<file path="src/rtl/a2_bridge_pkg.sv">
// rtl/a2_bridge_pkg.sv - shared types and constants for the A2Bridge Apple II-side responder
package a2_bridge_pkg;

    typedef enum logic [1:0] {
        ADDR_LO = 2'd0,
        ADDR_HI = 2'd1,
        DATA    = 2'd2,
        CTRL    = 2'd3
    } bridge_sel_t;

    typedef struct packed {
        logic [15:0] addr;
        logic        rw_n;
        logic [7:0]  data;
    } bus_cycle_t;

    typedef enum logic {
        RST_IDLE   = 1'b0,
        RST_ASSERT = 1'b1
    } reset_state_t;

    localparam int CTRL_RW_N_BIT    = 0;
    localparam int CTRL_RESET_N_BIT = 1;
    localparam int CTRL_ONE0_BIT    = 2;
    localparam int CTRL_ONE1_BIT    = 3;
    localparam int CTRL_DIP_LSB     = 4;

    localparam int HP_LAST       = 13;
    localparam int HP_PHI0_FIRST = 7;

    function automatic logic [7:0] ctrl_byte(input logic [3:0] dip_n, input logic reset_n,
                                             input logic rw_n);
        logic [7:0] b;
        b                      = '0;
        b[CTRL_DIP_LSB +: 4]   = dip_n;
        b[CTRL_ONE1_BIT]       = 1'b1;
        b[CTRL_ONE0_BIT]       = 1'b1;
        b[CTRL_RESET_N_BIT]    = reset_n;
        b[CTRL_RW_N_BIT]       = rw_n;
        return b;
    endfunction

endpackage

</file>
<file path="src/rtl/a2_cycle_fifo.sv">
// rtl/a2_cycle_fifo.sv - synchronous show-ahead FIFO of bus cycles with count-based full/empty
module a2_cycle_fifo
    import a2_bridge_pkg::*;
#(
    parameter int DEPTH = 16
) (
    input  logic       clk,
    input  logic       reset,
    input  logic       push,
    input  bus_cycle_t push_data,
    input  logic       pop,
    output bus_cycle_t head,
    output logic       full,
    output logic       empty
);

    localparam int AW = (DEPTH > 1) ? $clog2(DEPTH) : 1;

    bus_cycle_t    mem [DEPTH];
    logic [AW-1:0] wr_ptr;
    logic [AW-1:0] rd_ptr;
    logic [AW:0]   count;
    logic          do_push;
    logic          do_pop;

    assign empty   = (count == '0);
    assign full    = (count == (AW+1)'(DEPTH));
    assign do_pop  = pop && !empty;
    // A full FIFO still takes a push when the same clk frees a slot.
    assign do_push = push && (!full || do_pop);
    assign head    = mem[rd_ptr];

    always_ff @(posedge clk) begin
        if (do_push) begin
            mem[wr_ptr] <= push_data;
        end
    end

    always_ff @(posedge clk or posedge reset) begin
        if (reset) begin
            wr_ptr <= '0;
            rd_ptr <= '0;
            count  <= '0;
        end else begin
            if (do_push) begin
                wr_ptr <= wr_ptr + 1'b1;
            end
            if (do_pop) begin
                rd_ptr <= rd_ptr + 1'b1;
            end
            case ({do_push, do_pop})
                2'b10:   count <= count + 1'b1;
                2'b01:   count <= count - 1'b1;
                default: count <= count;
            endcase
        end
    end

endmodule

</file>
<file path="src/rtl/a2_bridge_responder.sv">
// rtl/a2_bridge_responder.sv - Apple II-side A2Bridge emulator: timebase, cycle replay, bridge reads, reset
module a2_bridge_responder
    import a2_bridge_pkg::*;
#(
    parameter int          HALF_7M_CLKS     = 4,
    parameter int          FIFO_DEPTH       = 16,
    parameter logic [15:0] IDLE_ADDR        = 16'hFFFF,
    parameter int          RESET_PHI_CYCLES = 8
) (
    input  logic        clk,
    input  logic        reset,
    input  logic        cmd_valid,
    output logic        cmd_ready,
    input  logic [15:0] cmd_addr,
    input  logic        cmd_rw_n,
    input  logic [7:0]  cmd_data,
    input  logic [3:0]  dip_switches_n,
    input  logic        reset_req,
    output logic        a2_phi1,
    output logic        a2_7M,
    output logic        a2_reset_n,
    input  logic [1:0]  a2_bridge_sel,
    input  logic        a2_bridge_rd,
    input  logic        a2_bridge_wr,
    input  logic        a2_bridge_bus_d_oe,
    input  logic [7:0]  bridge_d_i,
    output logic [7:0]  bridge_d_o,
    output logic        bridge_d_oe,
    output logic        resp_valid,
    output logic [15:0] resp_addr,
    output logic        resp_rw_n,
    output logic [7:0]  resp_data,
    output logic        resp_driven,
    output logic        contention
);

    localparam int C7_W = (HALF_7M_CLKS > 1) ? $clog2(HALF_7M_CLKS) : 1;
    localparam int RC_W = (RESET_PHI_CYCLES > 1) ? $clog2(RESET_PHI_CYCLES) : 1;
    localparam bus_cycle_t IDLE_CYCLE = {IDLE_ADDR, 1'b1, 8'hFF};

    logic [C7_W-1:0] c7;
    logic [3:0]      hp;
    logic            clk_7m;
    logic            c7_wrap;
    logic            cycle_start;
    logic            phi0;
    logic            card_drive;

    bus_cycle_t      cur;
    bus_cycle_t      fifo_head;
    logic            fifo_full;
    logic            fifo_empty;
    logic [7:0]      cap_data;
    logic            cap_driven;
    logic [7:0]      rd_byte;

    reset_state_t    rst_state;
    reset_state_t    rst_state_d;
    logic [RC_W-1:0] rcnt;
    logic [RC_W-1:0] rcnt_d;

    assign c7_wrap     = (c7 == C7_W'(HALF_7M_CLKS - 1));
    assign cycle_start = c7_wrap && (hp == 4'(HP_LAST));
    assign phi0        = (hp >= 4'(HP_PHI0_FIRST));
    assign a2_phi1     = !phi0;
    assign a2_7M       = clk_7m;
    assign card_drive  = a2_bridge_wr && a2_bridge_bus_d_oe;
    assign cmd_ready   = !fifo_full;

    always_ff @(posedge clk or posedge reset) begin
        if (reset) begin
            c7     <= '0;
            hp     <= '0;
            clk_7m <= 1'b0;
        end else if (c7_wrap) begin
            c7     <= '0;
            clk_7m <= !clk_7m;
            hp     <= (hp == 4'(HP_LAST)) ? 4'd0 : hp + 4'd1;
        end else begin
            c7 <= c7 + 1'b1;
        end
    end

    a2_cycle_fifo #(
        .DEPTH(FIFO_DEPTH)
    ) u_fifo (
        .clk      (clk),
        .reset    (reset),
        .push     (cmd_valid && cmd_ready),
        .push_data({cmd_addr, cmd_rw_n, cmd_data}),
        .pop      (cycle_start),
        .head     (fifo_head),
        .full     (fifo_full),
        .empty    (fifo_empty)
    );

    // The outgoing cycle is reported on the same edge that loads the next one.
    always_ff @(posedge clk or posedge reset) begin
        if (reset) begin
            cur         <= IDLE_CYCLE;
            cap_data    <= '0;
            cap_driven  <= 1'b0;
            resp_valid  <= 1'b0;
            resp_addr   <= '0;
            resp_rw_n   <= 1'b0;
            resp_data   <= '0;
            resp_driven <= 1'b0;
        end else begin
            resp_valid <= cycle_start;
            if (cycle_start) begin
                resp_addr   <= cur.addr;
                resp_rw_n   <= cur.rw_n;
                resp_data   <= cap_driven ? cap_data : cur.data;
                resp_driven <= cap_driven;
                cur         <= fifo_empty ? IDLE_CYCLE : fifo_head;
                cap_data    <= '0;
                cap_driven  <= 1'b0;
            end else if (phi0 && card_drive && cur.rw_n) begin
                cap_data   <= bridge_d_i;
                cap_driven <= 1'b1;
            end
        end
    end

    always_comb begin
        rd_byte = '0;
        case (bridge_sel_t'(a2_bridge_sel))
            ADDR_LO: rd_byte = cur.addr[7:0];
            ADDR_HI: rd_byte = cur.addr[15:8];
            DATA:    rd_byte = cur.data;
            CTRL:    rd_byte = ctrl_byte(dip_switches_n, a2_reset_n, cur.rw_n);
            default: rd_byte = '0;
        endcase
    end

    always_ff @(posedge clk or posedge reset) begin
        if (reset) begin
            bridge_d_oe <= 1'b0;
            bridge_d_o  <= '0;
            contention  <= 1'b0;
        end else begin
            if (a2_bridge_rd && !a2_bridge_bus_d_oe) begin
                bridge_d_oe <= 1'b1;
                bridge_d_o  <= rd_byte;
            end else begin
                bridge_d_oe <= 1'b0;
            end
            if ((bridge_d_oe && a2_bridge_bus_d_oe) || (phi0 && card_drive && !cur.rw_n)) begin
                contention <= 1'b1;
            end
        end
    end

    always_ff @(posedge clk or posedge reset) begin
        if (reset) begin
            rst_state <= RST_IDLE;
            rcnt      <= '0;
        end else begin
            rst_state <= rst_state_d;
            rcnt      <= rcnt_d;
        end
    end

    // A fresh request always restarts the count, even on a cycle-start clk.
    always_comb begin
        rst_state_d = rst_state;
        rcnt_d      = rcnt;
        case (rst_state)
            RST_IDLE: begin
                if (reset_req) begin
                    rst_state_d = RST_ASSERT;
                    rcnt_d      = '0;
                end
            end
            RST_ASSERT: begin
                if (reset_req) begin
                    rcnt_d = '0;
                end else if (cycle_start) begin
                    if (rcnt == RC_W'(RESET_PHI_CYCLES - 1)) begin
                        rst_state_d = RST_IDLE;
                        rcnt_d      = '0;
                    end else begin
                        rcnt_d = rcnt + 1'b1;
                    end
                end
            end
            default: rst_state_d = RST_IDLE;
        endcase
    end

    always_comb begin
        a2_reset_n = 1'b1;
        if (rst_state == RST_ASSERT) begin
            a2_reset_n = 1'b0;
        end
    end

endmodule

</file>
<file path="config.mk">
export PLATFORM = sky130hd
export DESIGN_NAME = a2_bridge_responder
export DESIGN_NICKNAME = d
export VERILOG_FILES = /design/src/rtl/a2_bridge_pkg.sv /design/src/rtl/a2_cycle_fifo.sv /design/src/rtl/a2_bridge_responder.sv
export SDC_FILE = /design/constraint.sdc
export NUM_CORES = 1
export LEC_CHECK = 0
export ABC_AREA = 0
export CAP_MARGIN = 20
export CORE_UTILIZATION = 60
export CTS_CLUSTER_SIZE = 40
export DETAILED_ROUTE_END_ITERATION = 16
export PLACE_DENSITY = 0.79
export SLEW_MARGIN = 10
export SYNTH_ARGS = -nofsm -noshare
export SYNTH_HDL_FRONTEND = slang
export SYNTH_SLANG_ARGS = --single-unit
</file>
<file path="constraint.sdc">
create_clock -name clk -period 3.9 [get_ports clk]
set_clock_uncertainty 0.1 [all_clocks]
set_input_delay 0.585 -clock clk [delete_from_list [all_inputs] [get_ports clk]]
set_output_delay 0.585 -clock clk [all_outputs]
set_load 0.005 [all_outputs]
</file>
==> results.py, run 1 <==
metrics = {
    "synth": {
        "synthArstFlopShare_pct": 19.19,
        "synth_ff_type": "edfxtp_1",
        "syn_nets": 1208,
        "synth-edff-count": 400,
        "netlist_area_mm2": 0.01954,
        "ys_ff_latch": 495,
        "yosysWarnings": 0,
        "syn_avg_cell_area_um2": 16.99,
        "synth_cells": 1150,
        "ys_types": 44,
        "ys_seq_area_share_pct": 73.79,
    },
    "sta": {
        "finalSetupTns_ps": 0,
        "maxSlewHeadroom_pct": 27.98,
        "period_share_pct": 73.05,
        "rsz0062_at_grt": "no",
        "tightestPinTransition_ps": 1079,
        "hold_viol": 0,
        "setup_viol": 0,
        "fin_hold_ws_ps": 322.0,
        "finalCriticalPeriod_ps": 2849,
        "finalMaxSlewViolations": 0,
        "fmax_mhz": 351.0,
    },
    "floorplanning": {
        "die_area_mm2": 0.03330,
        "std_cell_rows": 65,
        "start_util_pct": 61.45,
        "die_x_um": 182.5,
        "floorplan.io_pins": 87,
        "die_h_um": 182.5,
        "core-area_mm2": 0.03180,
    },
    "clocking": {
        "postCtsResizedCells": 0,
        "cts_htree_levels": 2,
        "cts_setup_buffers": 0,
        "cts_buffer_depth": 3,
        "numCtsBuffers": 49,
        "cts_tree": "done",
        "cts.sinks": 495,
        "insertion_delay_ps": 560,
        "holdBufCountCts": 0,
        "clk_pin_slew_ps": 60,
        "root_buffer": "clkbuf_16",
    },
    "detailed_routing": {
        "wl_met2_um": 19670,
        "drt_wl_total_um": 41370,
        "via_per_inst": 6.147,
        "wl_met3_um": 3296,
        "drt-initial-drc-count": 1019,
        "drc": 0,
        "vias": 10610,
        "drt_pass1_iterations": 6,
        "top_layer": "met4",
        "wl_met1_um": 17330,
        "antenna_left": 0,
        "routedWlPerCell_um": 23.97,
    },
    "critical_path": {
        "worstSetupPathType": "flip-flop to flip-flop",
        "crit_fanout": 9,
        "crit_required_ps": 4230,
        "r2r_cells": 10,
        "start_kind": "flip-flop",
        "cp_data_arrival_time_ps": 3180,
        "worstSetupEndpointType": "flip-flop",
    },
    "pwr": {
        "p_total_uw": 11910,
        "peakVddDrop_uv": 368.8,
        "leakage_uw": 0.007498,
        "p_per_area_mw_per_mm2": 526.7,
    },
    "final_layout": {
        "final_cells": 1726,
        "final_layout_size_suffix_gt1_share_pct": 16.89,
        "antenna_cells": 0,
        "syn2layout_area_growth_pct": 15.73,
        "final_cell_mix": "edfxtp_1 (400), mux2i_1 (161), clkdlybuf4s50_1 (86), dfrtp_1 (68), nand2_1 (60)",
        "final_common_cell": "edfxtp_1",
        "fin_area_mm2": 0.02261,
        "nets": 1309,
    },
    "placement": {
        "port_buffers": 86,
        "dp.cells": 1635,
        "gp_congestion": 0.8160,
        "dp.final_hpwl_um": 24970,
        "placed_area_mm2": 0.02101,
    },
    "global_route": {
        "grt_max_degree": 76,
        "grt_pass1_vias": 10840,
        "antenna_found_initial": 0,
        "gr-usage-all-layers_pct": 25.72,
        "grt_remaining_overflow": 0,
        "grt_pass1_wl_um": 63270,
    },
    "min_path": {
        "hold_depth": 1,
        "hold_path.class": "flip-flop to flip-flop",
    },
    "run": {
        "max-cap-violations": 0,
    },
    "run_status": {
        "status": "complete, no violations",
    },
}
==> worst max-delay path, cell delays in order, from the launching register on <==
cell	delay [ps]
dfrtp_1	340
ha_1	320
nand2_2	180
a2111oi_4	380
ha_1	410
xor2_1	120
ha_1	220
o211a_1	200
o31ai_1	200
a31oi_1	90
xnor2_1	150
==> where the power goes <==
part	internal, uW	total [uW]	switching, uW
clock network	2740	4670	1930
registers	6200	6380	177
logic	276	864	588
total	9220	11900	2690
==> synthesized netlist by cell type, types with 4 or more instances <==
cell type	number	area [um2]
edfxtp_1	400	12010
mux2i_1	161	1612
dfrtp_1	70	1752
nand2_1	60	225.2
nor2_1	55	206.5
a22oi_1	48	360.4
a21oi_1	36	180.2
mux4_2	31	698.2
clkbuf_1	29	108.9
nand3_1	28	140.1
a31oi_1	26	162.7
dfstp_2	25	656.9
o211ai_1	23	172.7
mux2_2	22	247.7
buf_4	20	150.1
buf_2	15	75.07
o21ai_0	13	65.06
ha_1	12	150.1
inv_1	11	41.29
a22o_1	8	70.07
xnor2_1	7	61.31
nand2b_1	6	37.54
xor2_1	6	52.55
buf_1	5	18.77
nor2b_1	5	31.28
nand4_1	4	25.02
nor3_1	4	20.02
==> area by class of cell <==
| cell class | count | area [um2] |
|---|---|---|
| sequential | 495 | 14430 |
| fill | 1945 | 9185 |
| multi-input combinational | 574 | 4843 |
| clock buffer | 58 | 1280 |
| timing repair buffer | 120 | 1154 |
| tap | 435 | 544.3 |
| clock inverter | 33 | 324.1 |
| inverter | 11 | 43.79 |
==> registers in the layout, summed over array words and instances (netlist names), 2 cells and up <==
signal / flops
cur: 25
resp_data: 8
rcnt: 3
u_fifo.wr_ptr: 4
hp: 4
resp_addr: 16
cap_data: 8
u_fifo.mem: 400
u_fifo.rd_ptr: 4
bridge_d_o: 8
c7: 2
u_fifo.count: 5
==> cell families after synthesis <==
family	count (synthesis)	synth area share [%]
AO/OA/AOI/OAI	166	5.782
XOR/XNOR	13	0.5827
adder cells (fa/ha/maj)	12	0.7683
buffers and inverters	81	2.074
flip-flops	495	73.79
multiplexers	214	13.09
AND/OR/NAND/NOR	169	3.912
==> metrics by stage <==
step | utilization [%] | worst slack, ps
5_1_grt | 71.12 | 843.0
3_3_place_gp | 66.07 | 917.8
4_1_cts | 71.12 | 1062
2_1_floorplan | - | 548.5
6_report | 71.12 | 1051
3_5_place_dp | 66.07 | 874.0
==> layer usage <==
layer / up-vias / track usage (%)
met5: - / 0
met4: 0 / 8.471
met3: 77 / 5.767
met2: 464 / 40.60
met1: 5401 / 35.91
li1: 4667 / -
==> final timing paths <==
check	start	endpoint	slack [ps]
max in group asynchronous	reset	resp_data[4]$_DFFE_PP0P_	2330
setup reg to reg	c7[0]$_DFF_PP0_	u_fifo.count[4]$_DFFE_PP0P_	1050
hold / removal	c7[0]$_DFF_PP0_	c7[0]$_DFF_PP0_	320
min in group asynchronous	reset	hp[2]$_DFFE_PP0P_	510
hold reg to reg	c7[0]$_DFF_PP0_	c7[0]$_DFF_PP0_	320
setup / recovery	c7[0]$_DFF_PP0_	u_fifo.count[4]$_DFFE_PP0P_	1050
Power figures use the tool's default switching activity.
==> inputs of run 2 (changes only) <==
- CORE_UTILIZATION: 60 -> 54
- PLACE_DENSITY: 0.79 -> 0.75
- clock period: 3.9 -> 2.3 ns (I/O delays scaled with it)
==> run 2 against run 1 <==
The run now ends with negative setup slack left. Die area is 11% higher. Via count is 1.4% higher. Utilization is 5.0 points lower. Register-to-register slack worse by 1100 ps. Combinational power is 120% higher. Global-route usage is 2.6 points lower. Hold slack worse by 210 ps. Non-clock buffer count is 62 higher. Clock-buffer cell count is 1 higher. Power is 73% higher.
==> results.py, run 2 (synthesis results as in run 1) <==
metrics = {
    "run_status": {
        "status": "complete, but fails checks",
        "violations": "negative setup slack",
    },
    "clocking": {
        "numCtsBuffers": 49,
        "cts.sinks": 495,
        "insertion_delay_ps": 570,
        "cts_htree_levels": 2,
        "clk_pin_slew_ps": 60,
        "cts_buffer_depth": 3,
        "cts_tree": "done",
        "root_buffer": "clkbuf_16",
    },
    "sta": {
        "hold_viol": 0,
        "rsz0062_at_grt": "yes",
        "finalMaxSlewViolations": 0,
        "setup_viol": 2,
        "fin_ws_ps": -58.87,
        "finalCriticalPeriod_ps": 2359,
        "period_share_pct": 102.6,
        "tightestPinTransition_ps": 688.9,
        "fmax_mhz": 423.9,
        "maxSlewHeadroom_pct": 53.93,
        "fin_hold_ws_ps": 110.4,
    },
    "pwr": {
        "p_seq_share_pct": 52.2,
        "clockPowerShare_pct": 38.5,
        "peakVddDrop_uv": 756.0,
        "swShare_pct": 22.97,
        "leakage_uw": 0.007919,
        "p_per_area_mw_per_mm2": 877.8,
        "p_sw_uw": 4744,
        "p_int_uw": 15910,
        "p_comb_share_pct": 9.3,
    },
    "critical_path": {
        "cpLargestDelayFamily": "compound AO/OA/AOI/OAI gates",
        "crit_required_ps": 2640,
        "worstPathBufferInverterCount": 1,
        "r2r_cells": 10,
        "worstSetupPathType": "flip-flop to flip-flop",
        "worstSetupEndpointType": "flip-flop",
        "r2r_setup_slack_ps": -60,
        "crit_path_cell_trace": "nor4_4, buf_4, a2111oi_4, ha_4, xor2_1, ha_2, o211a_1, o31ai_2, a31oi_1, xnor2_1",
        "crit_fanout": 5,
        "slowest_delay_ps": 410,
        "worstReg2RegEnd": "u_fifo.count[4]$_DFFE_PP0P_",
        "start_kind": "flip-flop",
        "cp_data_arrival_time_ps": 2700,
        "r2r-start": "u_fifo.count[1]$_DFFE_PP0P_",
        "cp_slowest_cell": "dfrtp_1",
    },
    "global_route": {
        "gr-usage-all-layers_pct": 23.17,
        "antenna_found_initial": 1,
        "grt_max_degree": 57,
        "grt_remaining_overflow": 0,
        "grt_pass1_vias": 10790,
        "grt_pass1_wl_um": 62820,
    },
    "final_layout": {
        "largest_reg_flops": 400,
        "final_cells": 1813,
        "final_layout_size_suffix_gt1_share_pct": 20.78,
        "antenna_cells": 0,
        "largest-register": "u_fifo.mem",
        "nets": 1371,
        "final_cell_mix": "edfxtp_1 (400), mux2i_1 (161), clkdlybuf4s50_1 (84), dfrtp_1 (68), buf_4 (65)",
        "top_regs": "u_fifo.mem x400, cur x25, resp_addr x16",
        "syn2layout_area_growth_pct": 20.43,
        "final_common_cell": "edfxtp_1",
    },
    "placement": {
        "dp.final_hpwl_um": 26560,
        "gp_congestion": 0.8238,
        "port_buffers": 86,
        "dp.cells": 1716,
    },
    "detailed_routing": {
        "routedWlPerCell_um": 23.37,
        "drc": 0,
        "antenna_left": 0,
        "drt-initial-drc-count": 1059,
        "vias": 10760,
        "via_per_inst": 5.933,
        "drt_wl_total_um": 42380,
        "drt_pass1_iterations": 7,
    },
    "floorplanning": {
        "start_util_pct": 54.94,
        "core-area_mm2": 0.03557,
        "std_cell_rows": 69,
        "die_x_um": 192.2,
        "floorplan.io_pins": 87,
        "die_h_um": 192.2,
        "die_area_mm2": 0.03695,
    },
    "run": {
        "max-cap-violations": 0,
    },
    "min_path": {
        "hold_path.class": "primary input to asynchronous set/reset pin",
    },
}
run 2: changes by cell type in the layout (fill, tap and decap cells not counted), moves of 2 or more:
cell             delta
buf_12             +28
buf_4              +34
clkdlybuf4s50_1     -2
clkinv_1            +3
clkinv_2            -5
dlygate4sd2_1       +2
ha_1                -2
nor3_2              -4
nor3_4              +4
run 2: metal layers:
layer  GRT usage [%]  up-vias  share of wire, %
met5               0        -                 0
met4           6.481        0               2.0
met3           4.769       67               8.4
met2           38.71      436                49
met1           30.84     5445                40
li1                -     4808                 -
run 2: worst min-delay path: stages:
cell	delay, ps
clkdlybuf4s50_1	440
clkinvlp_4	130
buf_12	240
run 2: through the flow:
step	setup WS, ps	utilization [%]	cell area, um2	power [uW]	setup TNS, ps
after floorplan	-366.9	-	19640	11800	-85050
after global placement	-152.5	61.43	21850	12750	-330.4
after detailed placement	-211.7	61.43	21850	12820	-1318
after CTS	-21.46	66.04	23490	20700	-21.46
after global routing	-198.8	66.16	23530	21290	-376.7
final	-58.87	66.16	23530	20660	-98.86
run 2: power by group through the flow:
stage	sequential, uW	clock, uW	combinational [uW]
after floorplan	10800	0	954
after global placement	10900	0	1820
after detailed placement	11000	0	1860
after CTS	10800	8030	1900
after global routing	10800	8400	2050
final	10800	7950	1920
run 2: how the worst max path moves through the flow:
stage | slack [ps] | start | end | depth (start not counted)
final | -60 | u_fifo.count[1]$_DFFE_PP0P_ | u_fifo.count[4]$_DFFE_PP0P_ | 10
after global routing | -200 | u_fifo.count[1]$_DFFE_PP0P_ | u_fifo.count[4]$_DFFE_PP0P_ | 10
after CTS | -20 | u_fifo.count[1]$_DFFE_PP0P_ | u_fifo.count[4]$_DFFE_PP0P_ | 10
after detailed placement | -210 | cmd_valid | u_fifo.count[4]$_DFFE_PP0P_ | 10
after global placement | -150 | cmd_valid | u_fifo.count[4]$_DFFE_PP0P_ | 10
after floorplan | -370 | u_fifo.count[1]$_DFFE_PP0P_ | u_fifo.mem[15][0]$_DFFE_PP_ | 5
run 2: cell type report:
type	instances	area, um2
Sequential cell	495	14430
Fill cell	2340	12040
Multi-Input combinational cell	574	4910
Timing Repair Buffer	182	1967
Clock buffer	59	1284
Tap cell	461	576.8
Clock inverter	31	326.6
Inverter	11	45.04
run 2: what timing repair did:
item                                    4_1_cts  5_1_grt
hold buffers                                  0        0
resized for setup                             5        4
hold endpoints to repair                      0        0
endpoints found under the setup margin        5        3
setup buffers                                 3        4
pin swaps                                     3        3
==> inputs of run 3 (changes only) <==
- ABC_AREA: 0 -> unset
==> results of run 3 <==
Same layout as run 2: the final DEF is identical, and so are final timing and power.
